`src/rtl/wb_regfile_pkg.sv`:
```
// Shared pipeline definitions for the write-back register file: bus widths,
// the zero word and the polarity of the enable/reset strobes.
package wb_regfile_pkg;

   localparam int DATA_W  = 32;
   localparam int ADDR_W  = 5;
   localparam int DEPTH   = 32;
   localparam int REG_NUM = 32;

   typedef logic [DATA_W-1:0] register_bus_t;
   typedef logic [ADDR_W-1:0] register_address_bus_t;

   localparam register_bus_t ZERO_WORD    = '0;
   localparam logic          RESET_ENABLE = 1'b1;
   localparam logic          WRITE_ENABLE = 1'b1;
   localparam logic          READ_ENABLE  = 1'b1;

endpackage : wb_regfile_pkg

```
`src/rtl/wb_regfile_if.sv`:
```
// Write-back register file bus: one write port and two read ports.
// The master drives addresses, enables and write data; the slave returns read data.
interface wb_regfile_if;

   logic                                  we;
   wb_regfile_pkg::register_address_bus_t waddr;
   wb_regfile_pkg::register_bus_t         wdata;
   logic                                  re1;
   wb_regfile_pkg::register_address_bus_t raddr1;
   wb_regfile_pkg::register_bus_t         rdata1;
   logic                                  re2;
   wb_regfile_pkg::register_address_bus_t raddr2;
   wb_regfile_pkg::register_bus_t         rdata2;

   modport master (
      output we, waddr, wdata,
      output re1, raddr1, re2, raddr2,
      input  rdata1, rdata2
   );

   modport slave (
      input  we, waddr, wdata,
      input  re1, raddr1, re2, raddr2,
      output rdata1, rdata2
   );

endinterface : wb_regfile_if

```
`src/rtl/wb_regfile_rdport.sv`:
```
// One combinational read port of the register file.
// Define WB_REGFILE_BYPASS_EN to forward same-cycle write data to this port.
module wb_regfile_rdport
   import wb_regfile_pkg::*;
(
   input  logic                  rst,
   input  logic                  re,
   input  register_address_bus_t raddr,
   input  register_bus_t         stored,
`ifdef WB_REGFILE_BYPASS_EN
   input  logic                  we,
   input  register_address_bus_t waddr,
   input  register_bus_t         wdata,
`endif
   output register_bus_t         rdata
);

`ifdef WB_REGFILE_BYPASS_EN
   logic bypass_hit;

   assign bypass_hit = (we == WRITE_ENABLE) && (waddr != '0) &&
                       (re == READ_ENABLE) && (raddr == waddr) &&
                       (rst != RESET_ENABLE);
`endif

   always_comb begin
      // NOTE: default assignment first so every path drives rdata; no latch inferred.
      rdata = ZERO_WORD;
      if (rst == RESET_ENABLE) begin
         rdata = ZERO_WORD;
      end else if (raddr == '0) begin
         rdata = ZERO_WORD;
`ifdef WB_REGFILE_BYPASS_EN
      end else if (bypass_hit) begin
         rdata = wdata;
`endif
      end else if (re == READ_ENABLE) begin
         rdata = stored;
      end
   end

endmodule : wb_regfile_rdport

```
`src/rtl/wb_regfile.sv`:
```
// 32 x 32-bit MIPS register file: synchronous write, two combinational reads.
// Optional write-to-read bypass is selected with WB_REGFILE_BYPASS_EN.
module wb_regfile
   import wb_regfile_pkg::*;
(
   input  logic         clk,
   input  logic         rst,
   wb_regfile_if.slave  bus
);

   register_bus_t regs_q [DEPTH];
   register_bus_t regs_d [DEPTH];

   always_comb begin
      regs_d = regs_q;
      if ((bus.we == WRITE_ENABLE) && (bus.waddr != '0)) begin
         regs_d[bus.waddr] = bus.wdata;
      end
      regs_d[0] = ZERO_WORD;
   end

   // NOTE: the array is reset explicitly because software expects r1..r31 to read
   // zero right after reset; this is a flop array, not an inferred RAM.
   always_ff @(posedge clk) begin
      if (rst == RESET_ENABLE) begin
         for (int i = 0; i < DEPTH; i++) begin
            // NOTE: non-blocking for all sequential state so every reader sees pre-edge values.
            regs_q[i] <= ZERO_WORD;
         end
      end else begin
         regs_q <= regs_d;
      end
   end

   wb_regfile_rdport u_rdport1 (
      .rst    (rst),
      .re     (bus.re1),
      .raddr  (bus.raddr1),
      .stored (regs_q[bus.raddr1]),
`ifdef WB_REGFILE_BYPASS_EN
      .we     (bus.we),
      .waddr  (bus.waddr),
      .wdata  (bus.wdata),
`endif
      .rdata  (bus.rdata1)
   );

   wb_regfile_rdport u_rdport2 (
      .rst    (rst),
      .re     (bus.re2),
      .raddr  (bus.raddr2),
      .stored (regs_q[bus.raddr2]),
`ifdef WB_REGFILE_BYPASS_EN
      .we     (bus.we),
      .waddr  (bus.waddr),
      .wdata  (bus.wdata),
`endif
      .rdata  (bus.rdata2)
   );

endmodule : wb_regfile
```
`src/flat_wrapper.sv`:
```
// flat-port wrapper written by rule: the top's interface ports become plain ports
module wb_regfile_flat import wb_regfile_pkg::*;
  (clk, rst, bus_we, bus_waddr, bus_wdata, bus_re1, bus_raddr1, bus_re2, bus_raddr2, bus_rdata1, bus_rdata2);
  wb_regfile_if bus_i ();
  input  logic clk;
  input  logic rst;
  input wire logic [$bits(bus_i.we)-1:0] bus_we;
  input wire logic [$bits(bus_i.waddr)-1:0] bus_waddr;
  input wire logic [$bits(bus_i.wdata)-1:0] bus_wdata;
  input wire logic [$bits(bus_i.re1)-1:0] bus_re1;
  input wire logic [$bits(bus_i.raddr1)-1:0] bus_raddr1;
  input wire logic [$bits(bus_i.re2)-1:0] bus_re2;
  input wire logic [$bits(bus_i.raddr2)-1:0] bus_raddr2;
  output wire logic [$bits(bus_i.rdata1)-1:0] bus_rdata1;
  output wire logic [$bits(bus_i.rdata2)-1:0] bus_rdata2;
  assign bus_i.we = bus_we;
  assign bus_i.waddr = bus_waddr;
  assign bus_i.wdata = bus_wdata;
  assign bus_i.re1 = bus_re1;
  assign bus_i.raddr1 = bus_raddr1;
  assign bus_i.re2 = bus_re2;
  assign bus_i.raddr2 = bus_raddr2;
  assign bus_rdata1 = bus_i.rdata1;
  assign bus_rdata2 = bus_i.rdata2;
  wb_regfile u_core (.clk(clk), .rst(rst), .bus(bus_i));
endmodule
```
`config.mk`:
```
export PLATFORM = sky130hd
export DESIGN_NAME = wb_regfile_flat
export DESIGN_NICKNAME = d
export VERILOG_FILES = /design/src/rtl/wb_regfile_pkg.sv /design/src/rtl/wb_regfile_if.sv /design/src/rtl/wb_regfile_rdport.sv /design/src/rtl/wb_regfile.sv /design/src/flat_wrapper.sv
export SDC_FILE = /design/constraint.sdc
export NUM_CORES = 2
export LEC_CHECK = 0
export CAP_MARGIN = 20
export CORE_MARGIN = 8
export CORE_UTILIZATION = 56
export DETAILED_ROUTE_END_ITERATION = 16
export GPL_TIMING_DRIVEN = 0
export PLACE_DENSITY = 0.8
export SETUP_SLACK_MARGIN = 0.2
export SLEW_MARGIN = 20
export SYNTH_ARGS = -nofsm -noshare
export SYNTH_HDL_FRONTEND = slang
export SYNTH_HIERARCHICAL = 1
export SYNTH_SLANG_ARGS = --single-unit
```
`constraint.sdc`:
```
create_clock -name clk -period 3.6 [get_ports clk]
set_input_delay 0.36 -clock clk [delete_from_list [all_inputs] [get_ports clk]]
set_output_delay 0.36 -clock clk [all_outputs]
set_load 0.005 [all_outputs]
```
* Word-level counts from Yosys, hierarchy flattened
Cells that the tools add are included.
** Word-level totals
- Register bits :: 1024
- Input bits :: 52
- Output and inout bits :: 64
- Word-level logic and storage cells :: 59
** Operators by class
- Order comparisons :: 4
- Muxes and demuxes :: 15
- Bitwise gates (word level) :: 3
- Reduce and logical (&&, ||, !) cells :: 5
** Operators by type and width (number)
- bitwise mux 1024 bit :: 1
- two-way mux 32 bit :: 11
- binary-select mux 32 bit (select 5 bit) :: 2
- demux 32 bit (select 5 bit) :: 1
- greater-or-equal comparator 6 bit, second input constant :: 3
- inverter 5 -> 6 bit :: 3
- zero test 5 bit :: 2
- < comparator 6 x 1 -> 1 bit, second input constant :: 1
- nonzero test 5 bit :: 1
- logical AND 1 bit :: 2

* Depth between registers and ports, before layout
- Depth after elaboration :: 7
- Depth in mapped cells :: 11
- Gate-level depth less buffers :: 7

* Modules after synthesis
The synthesis kept the hierarchy.
** By module, submodules not included
- wb_regfile :: times used 1, cells each 6583, area each 51239.1 um2, seq. area each 19859.0 um2
- wb_regfile_rdport :: times used 2, cells each 78, area each 504.2 um2, seq. area each 0.0 um2

* Worst setup path before layout
OpenSTA, ideal clock, no wires.
- Kind :: input -> output
- Start point :: input bus_raddr1[1]
- End point :: output bus_rdata1[5]
- Arrival time :: 1.848 ns
- Required time :: 3.240 ns
- Setup slack :: 1.392 ns
- Stages on the path :: 9
- Buffers on the path :: 2
- Cell sequence :: buf_2 clkbuf_1 mux2_2 a221oi_1 nor3_1 a31oi_1 nand3_1 nand3b_1 a21oi_2
** Between the ends
- Cells in the longest elaborated chain, start to end :: 7
- Elaborated cells on any way between the ends :: 8
- Classes of those cells :: 6 x mux; 1 x bitwise; 1 x reduce/logical
** RTL lines
- from (decl) :: line flat_wrapper.sv:11 : input wire logic [$bits(bus_i.raddr1)-1:0] bus_raddr1;
- inverter 5 -> 6 bit (not written as such) :: line wb_regfile.sv:39 : .stored (regs_q[bus.raddr1]),
- binary-select mux 32 bit (select 5 bit) :: line wb_regfile.sv:39
- two-way mux 32 bit (not written as such) (2 in a row) :: line wb_regfile.sv:39
- two-way mux 32 bit :: line wb_regfile_rdport.sv:37 : end else if (re == READ_ENABLE) begin
- two-way mux 32 bit * :: line wb_regfile_rdport.sv:31 : end else if (raddr == '0) begin
- two-way mux 32 bit * :: line wb_regfile_rdport.sv:29 : if (rst == RESET_ENABLE) begin
- to (decl) :: line flat_wrapper.sv:14 : output wire logic [$bits(bus_i.rdata1)-1:0] bus_rdata1;
Mark *: on every way between the ends. The rest lies on a longest branch, timed or not. The select of a mux whose other input is x is not followed.

* Worst setup path after layout
- Start point :: input bus_raddr2[2]
- End point :: output bus_rdata2[28]
** Between the ends
- Cells in the longest elaborated chain, start to end :: 7
- Elaborated cells on any way between the ends :: 8
- Classes of those cells :: 6 x mux; 1 x bitwise; 1 x reduce/logical
** RTL lines
- from (decl) :: line flat_wrapper.sv:13 : input wire logic [$bits(bus_i.raddr2)-1:0] bus_raddr2;
- inverter 5 -> 6 bit (not written as such) :: line wb_regfile.sv:52 : .stored (regs_q[bus.raddr2]),
- binary-select mux 32 bit (select 5 bit) :: line wb_regfile.sv:52
- two-way mux 32 bit (not written as such) (2 in a row) :: line wb_regfile.sv:52
- two-way mux 32 bit :: line wb_regfile_rdport.sv:37
- two-way mux 32 bit * :: line wb_regfile_rdport.sv:31
- two-way mux 32 bit * :: line wb_regfile_rdport.sv:29
- to (decl) :: line flat_wrapper.sv:15 : output wire logic [$bits(bus_i.rdata2)-1:0] bus_rdata2;
Marks and branches as above.

==> impl_metrics.yaml <==
cells_and_area:
  multi_input_area_um2: 32300
  top_regs: "u_core/regs_q: 992 flops"
  nNetsFinal: 7024
  nFillCells: 7881
  area_growth_pct: 20.2
  design_area_um2: 62800
  layout.cells.non_filler: 8317
  largest_reg_flops: 992
  drive_above_1_share_pct: 15.3
  register_area_um2: 19900
  largest_register: "u_core/regs_q"
global_routing:
  grt_pass1_vias: 52300
  antenna_found_initial: 16
  grt_overflow_total: 0
  grt_pass1_wl_um: 349000
  grt_usage_pct: 45.5
  grt_max_degree: 16
cts:
  cts_root_buffer: "clkbuf_16"
  htree_levels: 3
  cts.clk_slew.worst_paths_ns: 0.06
  cts.sinks: 992
  cts_buffers: 107
  clock_latency_ns: 0.72
  cts_buffer_depth: 3
  cts_tree: "built"
synth:
  ys_ff_latch: 992
  avgSynthCellArea_um2: 7.75
  yosysTopAreaCell: "dfxtp_1"
  ys_top_cells_by_area: "dfxtp_1 38%, nand2_1 15%, mux2i_1 15%, a21oi_1 11%, a22oi_1 3.7%"
  ys_seq_area_share_pct: 38.0
  yosys.cell_types.count: 34
  syn_nets: 6791
  yosys_warnings: 6
  ys.flop_type: "dfxtp_1"
  synth.cell_area_um2: 52200
  synth_top_cell_area_share_pct: 38.0
  synth_edf_count: 0
  ys_async_sr_fraction_pct: 0
  synth_cells: 6739
  ys_top_cells_by_count: "2150 x nand2_1, 1180 x a21oi_1, 992 x dfxtp_1"
  post-synth-top-count-cell: "nand2_1"
sta:
  fmax_mhz: 285
  setup_viol: 0
  max_slew.worst_pin.slew_ns: 1.30
  rsz0062_at_grt: "true"
  tns_ns: 0
  fin_worst_skew_ns: 0
  hold_viol_final: 0
  worst_slack_ns: 0.0855
  fin_crit_ns: 3.51
  drv_slew: 0
  period_share_pct: 97.6
  max_slew_margin_pct: 12.4
detailed_routing:
  firstDrtPassIters: 9
  drtAntennaViolNets: 0
  vias: 55100
  drc: 0
  first_iter_violations: 8355
  avgViaCountPerCell: 6.63
  post_drt_wl_per_cell_um: 29.6
  wl_um: 247000
placed_design:
  gp_routability_congestion: 1.10
  place_inst: 8110
  hpwl_um: 186000
  numPortBuffers: 114
  dpl_cell_area_um2: 55000
  pre_cts_ws_ns: -1.38
setup_path:
  cp_num_buf_inv: 4
  startpoint: "bus_raddr2[2]"
  worst-r2r-setup-slack_ns: 2.84
  slowest_delay_ns: 0.51
  reg2reg_to: "u_core/regs_q[939]"
  crit_path_end_kind: "output port"
  slowest_stage: "clkdlybuf4s50_1"
  start_kind: "primary input"
  path_cells: "clkdlybuf4s15_2 > buf_4 > nor2_4 > clkbuf_4 > a22oi_1 > a31oi_4 > nand3_1 > nand3b_1 > a21oi_1 > clkdlybuf4s50_1"
  crit_end: "bus_rdata2[28]"
  crit_cells: 10
  required_ns: 3.24
  path_max_fanout: 10
  reg2reg_from: "u_core/regs_q[939]"
  cp_top_family: "buffers and inverters"
  rr_worst_depth: 2
  path_class: "in -> out"
  cp.arrival_ns: 3.15
power_and_ir_drop:
  power.density_nw_per_um2: 421
  pwr-share-clk_pct: 44.2
  pwr-share-comb_pct: 13.7
  net-switching-power_uw: 7530
  seqPwrFrac_pct: 42.1
  netSwitchingFraction_pct: 28.5
  ir_drop_v: 0.000414
  internal_power_uw: 18900
  leakage_uw: 0.0225
floorplan:
  die-area_um2: 103000
  dieHeight_um: 321
  core_um2: 92900
  chipWidth_um: 321
  rows: 112
  ios: 116
  start_util_pct: 56.2
flow_run:
  maxCapViolCount: 0
min_path:
  hold-path-cell-count: 3
  hp-class: "in -> reg"
outcome:
  status: "completed"
timing repair:
| action | in CTS | in global routing |
|---|---|---|
| resized for setup | 774 | 214 |
| hold buffers | 0 | 0 |
| endpoints found under the setup margin | 64 | 63 |
| cloned | 1 | 0 |
| setup buffers | 6 | 1 |
| pin swaps | 46 | 26 |
through the flow:
step | util [%] | hold WS, ns | total power [uW]
after global placement | 59.2 | 0.447 | 14300
after CTS | 66.6 | 0.266 | 26100
after detailed placement | 59.2 | 0.457 | 14300
final | 67.6 | 0.291 | 26400
after floorplan | - | 0.442 | 12900
after global routing | 67.6 | 0.311 | 26900
placed cells by master, fill, tap and decap left out, drive strengths merged, types with 6 or more instances in the layout:
cell type	n
a221oi	64
dlygate4sd2	8
dfxtp	992
clkbuf	563
clkinv	26
nor3	65
dlymetal6s2s	7
a22oi	256
mux4	64
nor2	35
and2	7
diode	6
mux2i	768
nor2b	72
nand3	194
a31oi	64
buf	273
a21oi	1184
nand3b	66
bufinv	13
nand2	2150
mux2	64
clkdlybuf4s50	92
cell families after synthesis:
group	share of synthesized area (%)
and+or+nand+nor	20.5
DFF	38.0
AOI/OAI and AO/OA	16.9
buffers and inverters	5.76
muxes	18.9
worst reg2reg max path, cell delays in order (launching register included):
cell and delay [ns]:
dfxtp_1 0.44, nand2_1 0.09, a21oi_1 0.16
power groups by stage:
stage / sequential, uW / clock (uW) / combinational (uW)
after CTS: 11100 / 11700 / 3300
after global routing: 11100 / 12100 / 3610
after global placement: 11400 / 0 / 2900
final: 11100 / 11700 / 3620
after floorplan: 11300 / 0 / 1590
after detailed placement: 11400 / 0 / 2920
how the worst min path moves through the flow:
| stage | slack (ns) | end | start |
|---|---|---|---|
| 4_1_cts | 0.27 | u_core/regs_q[7] | bus_wdata[7] |
| 6_report | 0.29 | u_core/regs_q[7] | bus_wdata[7] |
| 3_5_place_dp | 0.46 | u_core/regs_q[924] | u_core/regs_q[924] |
| 5_1_grt | 0.31 | u_core/regs_q[7] | bus_wdata[7] |
| 2_1_floorplan | 0.44 | u_core/regs_q[896] | u_core/regs_q[896] |
| 3_3_place_gp | 0.45 | u_core/regs_q[926] | u_core/regs_q[926] |
layer usage:
metal / wire (um) / GRT usage [%]
met3: 34400 / 17.9
met1: 82000 / 50.2
met4: 25700 / 37.5
met2: 104000 / 69.0
met5: 93 / 0.0473
cell type report:
type	count	area share (%)
clock inverters	47	1.04
plain buffers	674	6.62
inverters	2	0.0120
well taps	1254	2.50
multi-input cells	5070	51.4
diodes	6	0.0239
repair buffers	125	1.97
clock buffers	147	4.79
flip-flops and latches	992	31.6
(Power assumes the default switching activity.)
